`config.mk`:
```
export PLATFORM = sky130hd
export DESIGN_NAME = vga_sync_gen_flat
export DESIGN_NICKNAME = d
export VERILOG_FILES = /design/src/rtl/vga_sync_gen_if.sv /design/src/rtl/vga_sync_gen.sv /design/src/flat_wrapper.sv
export SDC_FILE = /design/constraint.sdc
export NUM_CORES = 1
export LEC_CHECK = 0
export ABC_AREA = 1
export CAP_MARGIN = 30
export CORE_UTILIZATION = 50
export DETAILED_ROUTE_END_ITERATION = 10
export GPL_TIMING_DRIVEN = 1
export PLACE_DENSITY = 0.75
export SLEW_MARGIN = 20
export SYNTH_ARGS = -nofsm -noshare
export SYNTH_HDL_FRONTEND = slang
export SYNTH_SLANG_ARGS = --single-unit
```
`constraint.sdc`:
```
create_clock -name clk -period 1.7 [get_ports clk]
set_input_delay 0.17 -clock clk [delete_from_list [all_inputs] [get_ports clk]]
set_output_delay 0.17 -clock clk [all_outputs]
set_load 0.05 [all_outputs]
```
`src/rtl/vga_sync_gen_if.sv`:
```
// ----------------------------------------------------------------------------
// vga_sync_gen_if -- timing bundle between a raster sync generator and the
// logic that consumes its position and sync strobes.
//
//   ce          : pixel enable. The consumer drives it and the generator samples it.
//   hcounter    : current pixel column (12 bits).
//   vcounter    : current line (11 bits).
//   hsync/vsync : sync pulses at the configured polarity.
//   blank       : 1 while the position is outside the visible area.
//   line_start  : 1 for the position entered by a horizontal wrap.
//   frame_start : 1 for the position entered by a frame wrap.
// ----------------------------------------------------------------------------
interface vga_sync_gen_if;
  logic        ce;
  logic [11:0] hcounter;
  logic [10:0] vcounter;
  logic        hsync;
  logic        vsync;
  logic        blank;
  logic        line_start;
  logic        frame_start;

  modport master (
    input  ce,
    output hcounter, vcounter, hsync, vsync, blank, line_start, frame_start
  );

  modport slave (
    output ce,
    input  hcounter, vcounter, hsync, vsync, blank, line_start, frame_start
  );
endinterface

```
`src/rtl/vga_sync_gen.sv`:
```
// ----------------------------------------------------------------------------
// vga_sync_gen -- parameterised raster timing generator.
//
// Ports:
//   clk : pixel-domain clock.
//   rst : asynchronous active-high reset.
//   vga : vga_sync_gen_if.master. This port carries the ce input and the
//         registered counter and strobe outputs.
//
// The horizontal counter advances on every ce-qualified edge. The vertical
// counter advances on the edge where the horizontal counter wraps. Every
// strobe is registered from the *next* counter values, so each strobe always
// describes the position that is presented in the same cycle.
// ----------------------------------------------------------------------------
module vga_sync_gen #(
  parameter int H_VISIBLE = 1280,
  parameter int H_FRONT   = 48,
  parameter int H_SYNC    = 112,
  parameter int H_BACK    = 248,
  parameter int V_VISIBLE = 1024,
  parameter int V_FRONT   = 1,
  parameter int V_SYNC    = 3,
  parameter int V_BACK    = 38,
  parameter bit SYNC_POL  = 1'b1
) (
  input  logic          clk,
  input  logic          rst,
  vga_sync_gen_if.master vga
);

  localparam int H_TOTAL = H_VISIBLE + H_FRONT + H_SYNC + H_BACK;
  localparam int V_TOTAL = V_VISIBLE + V_FRONT + V_SYNC + V_BACK;

  localparam logic [11:0] H_LAST     = 12'(H_TOTAL - 1);
  localparam logic [11:0] H_VIS      = 12'(H_VISIBLE);
  localparam logic [11:0] HS_START   = 12'(H_VISIBLE + H_FRONT);
  localparam logic [11:0] HS_END     = 12'(H_VISIBLE + H_FRONT + H_SYNC);
  localparam logic [10:0] V_LAST     = 11'(V_TOTAL - 1);
  localparam logic [10:0] V_VIS      = 11'(V_VISIBLE);
  localparam logic [10:0] VS_START   = 11'(V_VISIBLE + V_FRONT);
  localparam logic [10:0] VS_END     = 11'(V_VISIBLE + V_FRONT + V_SYNC);

  logic [11:0] hcount_q;
  logic [10:0] vcount_q;
  logic        hsync_q, vsync_q, blank_q, line_start_q, frame_start_q;

  logic        h_wrap, v_wrap;
  logic [11:0] h_next;
  logic [10:0] v_next;

  // Next position. The counters wrap at TOTAL-1, so they never move past it.
  always_comb begin
    h_wrap = (hcount_q == H_LAST);
    v_wrap = h_wrap && (vcount_q == V_LAST);
    h_next = h_wrap ? 12'd0 : hcount_q + 12'd1;
    v_next = vcount_q;
    if (v_wrap)      v_next = 11'd0;
    else if (h_wrap) v_next = vcount_q + 11'd1;
  end

  // NOTE: the strobes are decoded from h_next/v_next rather than from the
  // current counters. This lets strobes and counters load on the same edge,
  // so the registered outputs stay in step with no one-cycle skew.
  // NOTE: sequential state uses non-blocking assignments only. Every flop
  // then samples pre-edge values, whatever order the statements are in.
  always_ff @(posedge clk or posedge rst) begin
    if (rst) begin
      hcount_q      <= '0;
      vcount_q      <= '0;
      hsync_q       <= ~SYNC_POL;
      vsync_q       <= ~SYNC_POL;
      blank_q       <= 1'b0;
      line_start_q  <= 1'b0;
      frame_start_q <= 1'b0;
    end else if (vga.ce) begin
      hcount_q      <= h_next;
      vcount_q      <= v_next;
      hsync_q       <= (h_next >= HS_START && h_next < HS_END) ? SYNC_POL : ~SYNC_POL;
      vsync_q       <= (v_next >= VS_START && v_next < VS_END) ? SYNC_POL : ~SYNC_POL;
      blank_q       <= (h_next >= H_VIS) || (v_next >= V_VIS);
      line_start_q  <= h_wrap;
      frame_start_q <= v_wrap;
    end
  end

  assign vga.hcounter    = hcount_q;
  assign vga.vcounter    = vcount_q;
  assign vga.hsync       = hsync_q;
  assign vga.vsync       = vsync_q;
  assign vga.blank       = blank_q;
  assign vga.line_start  = line_start_q;
  assign vga.frame_start = frame_start_q;

endmodule

```
`src/flat_wrapper.sv`:
```
// flat-port wrapper written by rule: the top's interface ports become plain ports
module vga_sync_gen_flat 
#(
  parameter int H_VISIBLE = 1280,
  parameter int H_FRONT   = 48,
  parameter int H_SYNC    = 112,
  parameter int H_BACK    = 248,
  parameter int V_VISIBLE = 1024,
  parameter int V_FRONT   = 1,
  parameter int V_SYNC    = 3,
  parameter int V_BACK    = 38,
  parameter bit SYNC_POL  = 1'b1
)
  (clk, rst, vga_ce, vga_hcounter, vga_vcounter, vga_hsync, vga_vsync, vga_blank, vga_line_start, vga_frame_start);
  vga_sync_gen_if vga_i ();
  input  logic clk;
  input  logic rst;
  input wire logic [$bits(vga_i.ce)-1:0] vga_ce;
  output wire logic [$bits(vga_i.hcounter)-1:0] vga_hcounter;
  output wire logic [$bits(vga_i.vcounter)-1:0] vga_vcounter;
  output wire logic [$bits(vga_i.hsync)-1:0] vga_hsync;
  output wire logic [$bits(vga_i.vsync)-1:0] vga_vsync;
  output wire logic [$bits(vga_i.blank)-1:0] vga_blank;
  output wire logic [$bits(vga_i.line_start)-1:0] vga_line_start;
  output wire logic [$bits(vga_i.frame_start)-1:0] vga_frame_start;
  assign vga_i.ce = vga_ce;
  assign vga_hcounter = vga_i.hcounter;
  assign vga_vcounter = vga_i.vcounter;
  assign vga_hsync = vga_i.hsync;
  assign vga_vsync = vga_i.vsync;
  assign vga_blank = vga_i.blank;
  assign vga_line_start = vga_i.line_start;
  assign vga_frame_start = vga_i.frame_start;
  vga_sync_gen #(.H_VISIBLE(H_VISIBLE), .H_FRONT(H_FRONT), .H_SYNC(H_SYNC), .H_BACK(H_BACK), .V_VISIBLE(V_VISIBLE), .V_FRONT(V_FRONT), .V_SYNC(V_SYNC), .V_BACK(V_BACK), .SYNC_POL(SYNC_POL)) u_core (.clk(clk), .rst(rst), .vga(vga_i));
endmodule
```
==> metrics.txt <==
# TYPE chip_impl_metric gauge
chip_impl_metric{name="grt_antenna_before_repair",unit=""} 0
chip_impl_metric{name="syn_to_final_growth",unit="%"} 37.0
chip_impl_info{name="synth_commonest_cells",value="nand2_1, inv_1, nand3_1"} 1
chip_impl_metric{name="clk-insertion-delay-late",unit="ns"} 0.28
chip_impl_metric{name="detailedRoute.firstIterationViolations",unit=""} 147
chip_impl_metric{name="timing.critical_path.arrival",unit="ns"} 1.49
chip_impl_metric{name="die_height",unit="µm"} 63.9
chip_impl_info{name="rsz0062_at_grt",value="true"} 1
chip_impl_metric{name="timing_max_transition_violations_final",unit=""} 0
chip_impl_metric{name="drtPass1Iterations",unit=""} 4
chip_impl_metric{name="post_synthesis_net_count",unit=""} 292
chip_impl_metric{name="yosys_warnings",unit=""} 0
chip_impl_metric{name="average_cell_area_after_synthesis",unit="µm²"} 6.71
chip_impl_metric{name="grt_start_max_net_pins",unit=""} 29
chip_impl_metric{name="vias",unit=""} 2026
chip_impl_info{name="cpLargestDelayFamily",value="buffers and inverters"} 1
chip_impl_info{name="clock-root-buffer",value="clkbuf_8"} 1
chip_impl_metric{name="post_synth_inst_count",unit=""} 286
chip_impl_metric{name="synth-seq-cells",unit=""} 28
chip_impl_metric{name="die_width",unit="µm"} 63.9
chip_impl_metric{name="synth_enable_flop_cells",unit=""} 0
chip_impl_metric{name="number_of_global_route_vias_before_repair",unit=""} 1809
chip_impl_info{name="holdCritPathClass",value="in -> async"} 1
chip_impl_info{name="dominantRegCellSynth",value="dfrtp_1"} 1
chip_impl_metric{name="slew-limit-headroom",unit=""} 0.655
chip_impl_metric{name="dp_hpwl",unit="mm"} 3.52
chip_impl_metric{name="fin_hold_ws",unit="ns"} 0.243
chip_impl_metric{name="regToRegSetupSlack",unit="ns"} 0.05
chip_impl_metric{name="clock_skew",unit="ns"} 0.00381
chip_impl_info{name="synth_largest_area_cell",value="dfrtp_1"} 1
chip_impl_metric{name="vdd.ir_drop.worst",unit="mV"} 1.23
chip_impl_metric{name="ios",unit=""} 31
chip_impl_metric{name="remaining_drc_errors",unit=""} 0
chip_impl_metric{name="routed_wl",unit="mm"} 5.16
chip_impl_metric{name="port-buffer-count",unit=""} 30
chip_impl_metric{name="cts_made_buffers",unit=""} 3
chip_impl_metric{name="synth_seq_area_share",unit=""} 0.365
chip_impl_metric{name="final_antenna_net_count",unit=""} 0
chip_impl_metric{name="maxCapViolations",unit=""} 0
chip_impl_metric{name="cts_max_level",unit=""} 1
chip_impl_metric{name="finalHoldViolations",unit=""} 0
chip_impl_metric{name="synth_async_sr_flop_share",unit=""} 1.00
chip_impl_metric{name="mappedNetlistArea",unit="µm²"} 1920
chip_impl_metric{name="drive_above_1_share",unit=""} 0.339
chip_impl_metric{name="number_of_rows_created_at_floorplan",unit=""} 22
chip_impl_info{name="critPathSlowestCell",value="clkdlybuf4s50_1"} 1
chip_impl_metric{name="start_util",unit=""} 0.524
chip_impl_metric{name="nNetsFinal",unit=""} 349
chip_impl_metric{name="cts.reportedPaths.clkPinSlew",unit="ns"} 0.10
chip_impl_metric{name="num_antenna_cells",unit=""} 0
chip_impl_info{name="yosys.cell_count.top_type",value="nand2_1"} 1
chip_impl_metric{name="final.period_utilization",unit=""} 0.974
chip_impl_metric{name="area_of_the_multi_input_gates",unit="µm²"} 1160
chip_impl_metric{name="cp.required",unit="ns"} 1.53
chip_impl_metric{name="critPathMaxStageDelay",unit="ns"} 0.81
chip_impl_metric{name="clock_sink_count",unit=""} 28
chip_impl_info{name="worstSetupPathType",value="reg -> out"} 1
chip_impl_metric{name="vias_per_cell",unit=""} 5.19
chip_impl_info{name="critPathCaptureType",value="primary output"} 1
chip_impl_metric{name="setup-violations-final",unit=""} 0
chip_impl_info{name="run_status",value="finished clean"} 1
chip_impl_metric{name="cellLeakagePower",unit="µW"} 0.00128
chip_impl_metric{name="core-area",unit="µm²"} 3660
chip_impl_metric{name="grt-ovfl-total",unit=""} 0
chip_impl_metric{name="grt_pass1_wl",unit="mm"} 8.29
chip_impl_info{name="worst_setup_path_start_kind",value="flop"} 1
chip_impl_metric{name="timing.critical_path.buf_inv",unit=""} 1
chip_impl_metric{name="max_slew.worst_pin.slew",unit="ns"} 0.517
chip_impl_metric{name="fin_cells",unit=""} 390
chip_impl_metric{name="wire_per_inst",unit="µm"} 13.2
chip_impl_metric{name="ctsLongestPathBuffers",unit=""} 2
chip_impl_metric{name="floorplan.die_area",unit="µm²"} 4090
chip_impl_metric{name="critPathMaxFanout",unit=""} 2
chip_impl_info{name="timing.critical_path.cells",value="clkdlybuf4s50_1"} 1
chip_impl_info{name="clock_tree_from_tritoncts",value="done"} 1
chip_impl_metric{name="final.fill_count",unit=""} 302
chip_impl_metric{name="power_per_cell_area",unit="nW/µm²"} 1180
chip_impl_metric{name="cts_hold_repair.buffers",unit=""} 0
chip_impl_metric{name="place_inst",unit=""} 376
chip_impl_metric{name="fraction_of_post_synthesis_cell_area_in_the_top_cell_type_by_area",unit=""} 0.365
chip_impl_metric{name="sequential_standard_cell_area",unit="µm²"} 718
chip_impl_metric{name="fmaxAchievable",unit="MHz"} 604
chip_impl_metric{name="globalRouteTotalUtil",unit=""} 0.260
chip_impl_metric{name="final_period_minus_worst_setup_slack",unit="ns"} 1.66
chip_impl_metric{name="place_congestion",unit=""} 0.943
chip_impl_info{name="synth.top_cells.by_area",value="dfrtp_1, nand2_1, nand3_1"} 1
chip_impl_metric{name="synthDistinctLibCells",unit=""} 30
-- metal layers --
metal  up-vias  share of wire  track usage  wire length, µm
met5         -              0            0                0
met4         0          0.021       0.0767              109
met3        13          0.058       0.0286              297
met2        72           0.46        0.418             2360
met1       926           0.46        0.366             2390
li1       1015              -            -                -
-- stage by stage --
stage | setup TNS (ns) | utilization | setup WS [ns] | cell area [µm²] | power [µW]
after detailed placement | -0.0346 | 0.647 | -0.0346 | 2370 | 2540
final | 0 | 0.718 | 0.0437 | 2630 | 3100
after floorplan | 0 | - | 0.000975 | 1960 | 2030
after CTS | 0 | 0.676 | 0.00166 | 2480 | 2980
after global placement | -0.0128 | 0.647 | -0.0128 | 2370 | 2530
after global routing | -0.102 | 0.718 | -0.0557 | 2630 | 3280
-- worst register-to-register path, stage by stage, from the launching register on --
cell and delay [ns]:
dfrtp_2 0.46, inv_4 0.10, nand2_1 0.09, nor2_4 0.17
nand3_4 0.13, buf_12 0.16, buf_4 0.13, buf_4 0.12
o21ai_0 0.06, o31ai_1 0.09
-- state kept, by name, summed over array words and instances (netlist names) --
signal and flops:
u_core.vga.vsync 1, u_core.vga.frame_start 1, u_core.vga.blank 1, u_core.vga.hcounter 12, u_core.vga.hsync 1, u_core.vga.vcounter 11, u_core.vga.line_start 1
-- report_power, final --
part | leakage [µW] | switching, µW | internal [µW]
logic | 0.000910 | 1100 | 555
registers | 0.000340 | 196 | 818
clock network | 0.0000288 | 219 | 208
total | 0.00128 | 1520 | 1580
-- final timing paths --
path,end,cells past startpoint,start
max,vga_blank,1,u_core.vga.blank
min,u_core.vga.vcounter[8],3,rst
max reg2reg,u_core.vga.hcounter[3],9,u_core.vga.hcounter[3]
min reg2reg,u_core.vga.line_start,1,u_core.vga.line_start
max in group asynchronous,u_core.vga.hcounter[7],3,rst
min in group clk,u_core.vga.line_start,1,u_core.vga.line_start
-- area by class of cell --
class,count,area share
Multi-Input combinational cell,213,0.442
Inverter,38,0.0552
Timing Repair Buffer,59,0.185
Clock buffer,4,0.0210
Sequential cell,28,0.273
Tap cell,48,0.0229
-- logic make-up after synthesis --
| kind of cell | Yosys count | synth area share |
|---|---|---|
| simple gates | 168 | 0.389 |
| flops | 28 | 0.365 |
| compound gates | 36 | 0.106 |
| fa+ha+maj | 3 | 0.0196 |
| xor+xnor | 6 | 0.0274 |
| buf+inv | 45 | 0.0933 |
-- what timing repair did --
item / in CTS / in global routing
setup endpoints to repair: 2 / 5
pin swaps: 3 / 11
setup buffers: 4 / 6
hold endpoints to repair: 0 / 0
resized for setup: 2 / 31
-- cells in the final DEF, fill, tap and decap left out --
| master | count |
|---|---|
| buf_4 | 48 |
| nand4_1 | 4 |
| buf_6 | 1 |
| nand3_4 | 1 |
| buf_12 | 2 |
| o21ai_0 | 23 |
| nor3_1 | 1 |
| ha_1 | 1 |
| a31oi_1 | 1 |
| o21a_1 | 2 |
| nand2_1 | 89 |
| dfrtp_1 | 14 |
| o21ai_1 | 3 |
| nor3_4 | 1 |
| xnor2_1 | 1 |
| nor2_2 | 6 |
| inv_2 | 8 |
| ha_4 | 2 |
| clkbuf_2 | 1 |
| nor2_1 | 19 |
| nand2_4 | 2 |
| o31ai_1 | 1 |
| o21ai_2 | 3 |
| a21oi_1 | 1 |
| nand3_2 | 6 |
| inv_4 | 1 |
| a21oi_4 | 1 |
| clkdlybuf4s50_1 | 7 |
| or2_2 | 1 |
| dfrtp_2 | 14 |
| inv_1 | 29 |
| nor2_4 | 6 |
| xor2_1 | 5 |
| nand2_2 | 8 |
| o21bai_1 | 1 |
| nand3_1 | 24 |
| clkbuf_8 | 4 |
No activity file was read; power rests on OpenSTA's default activity.
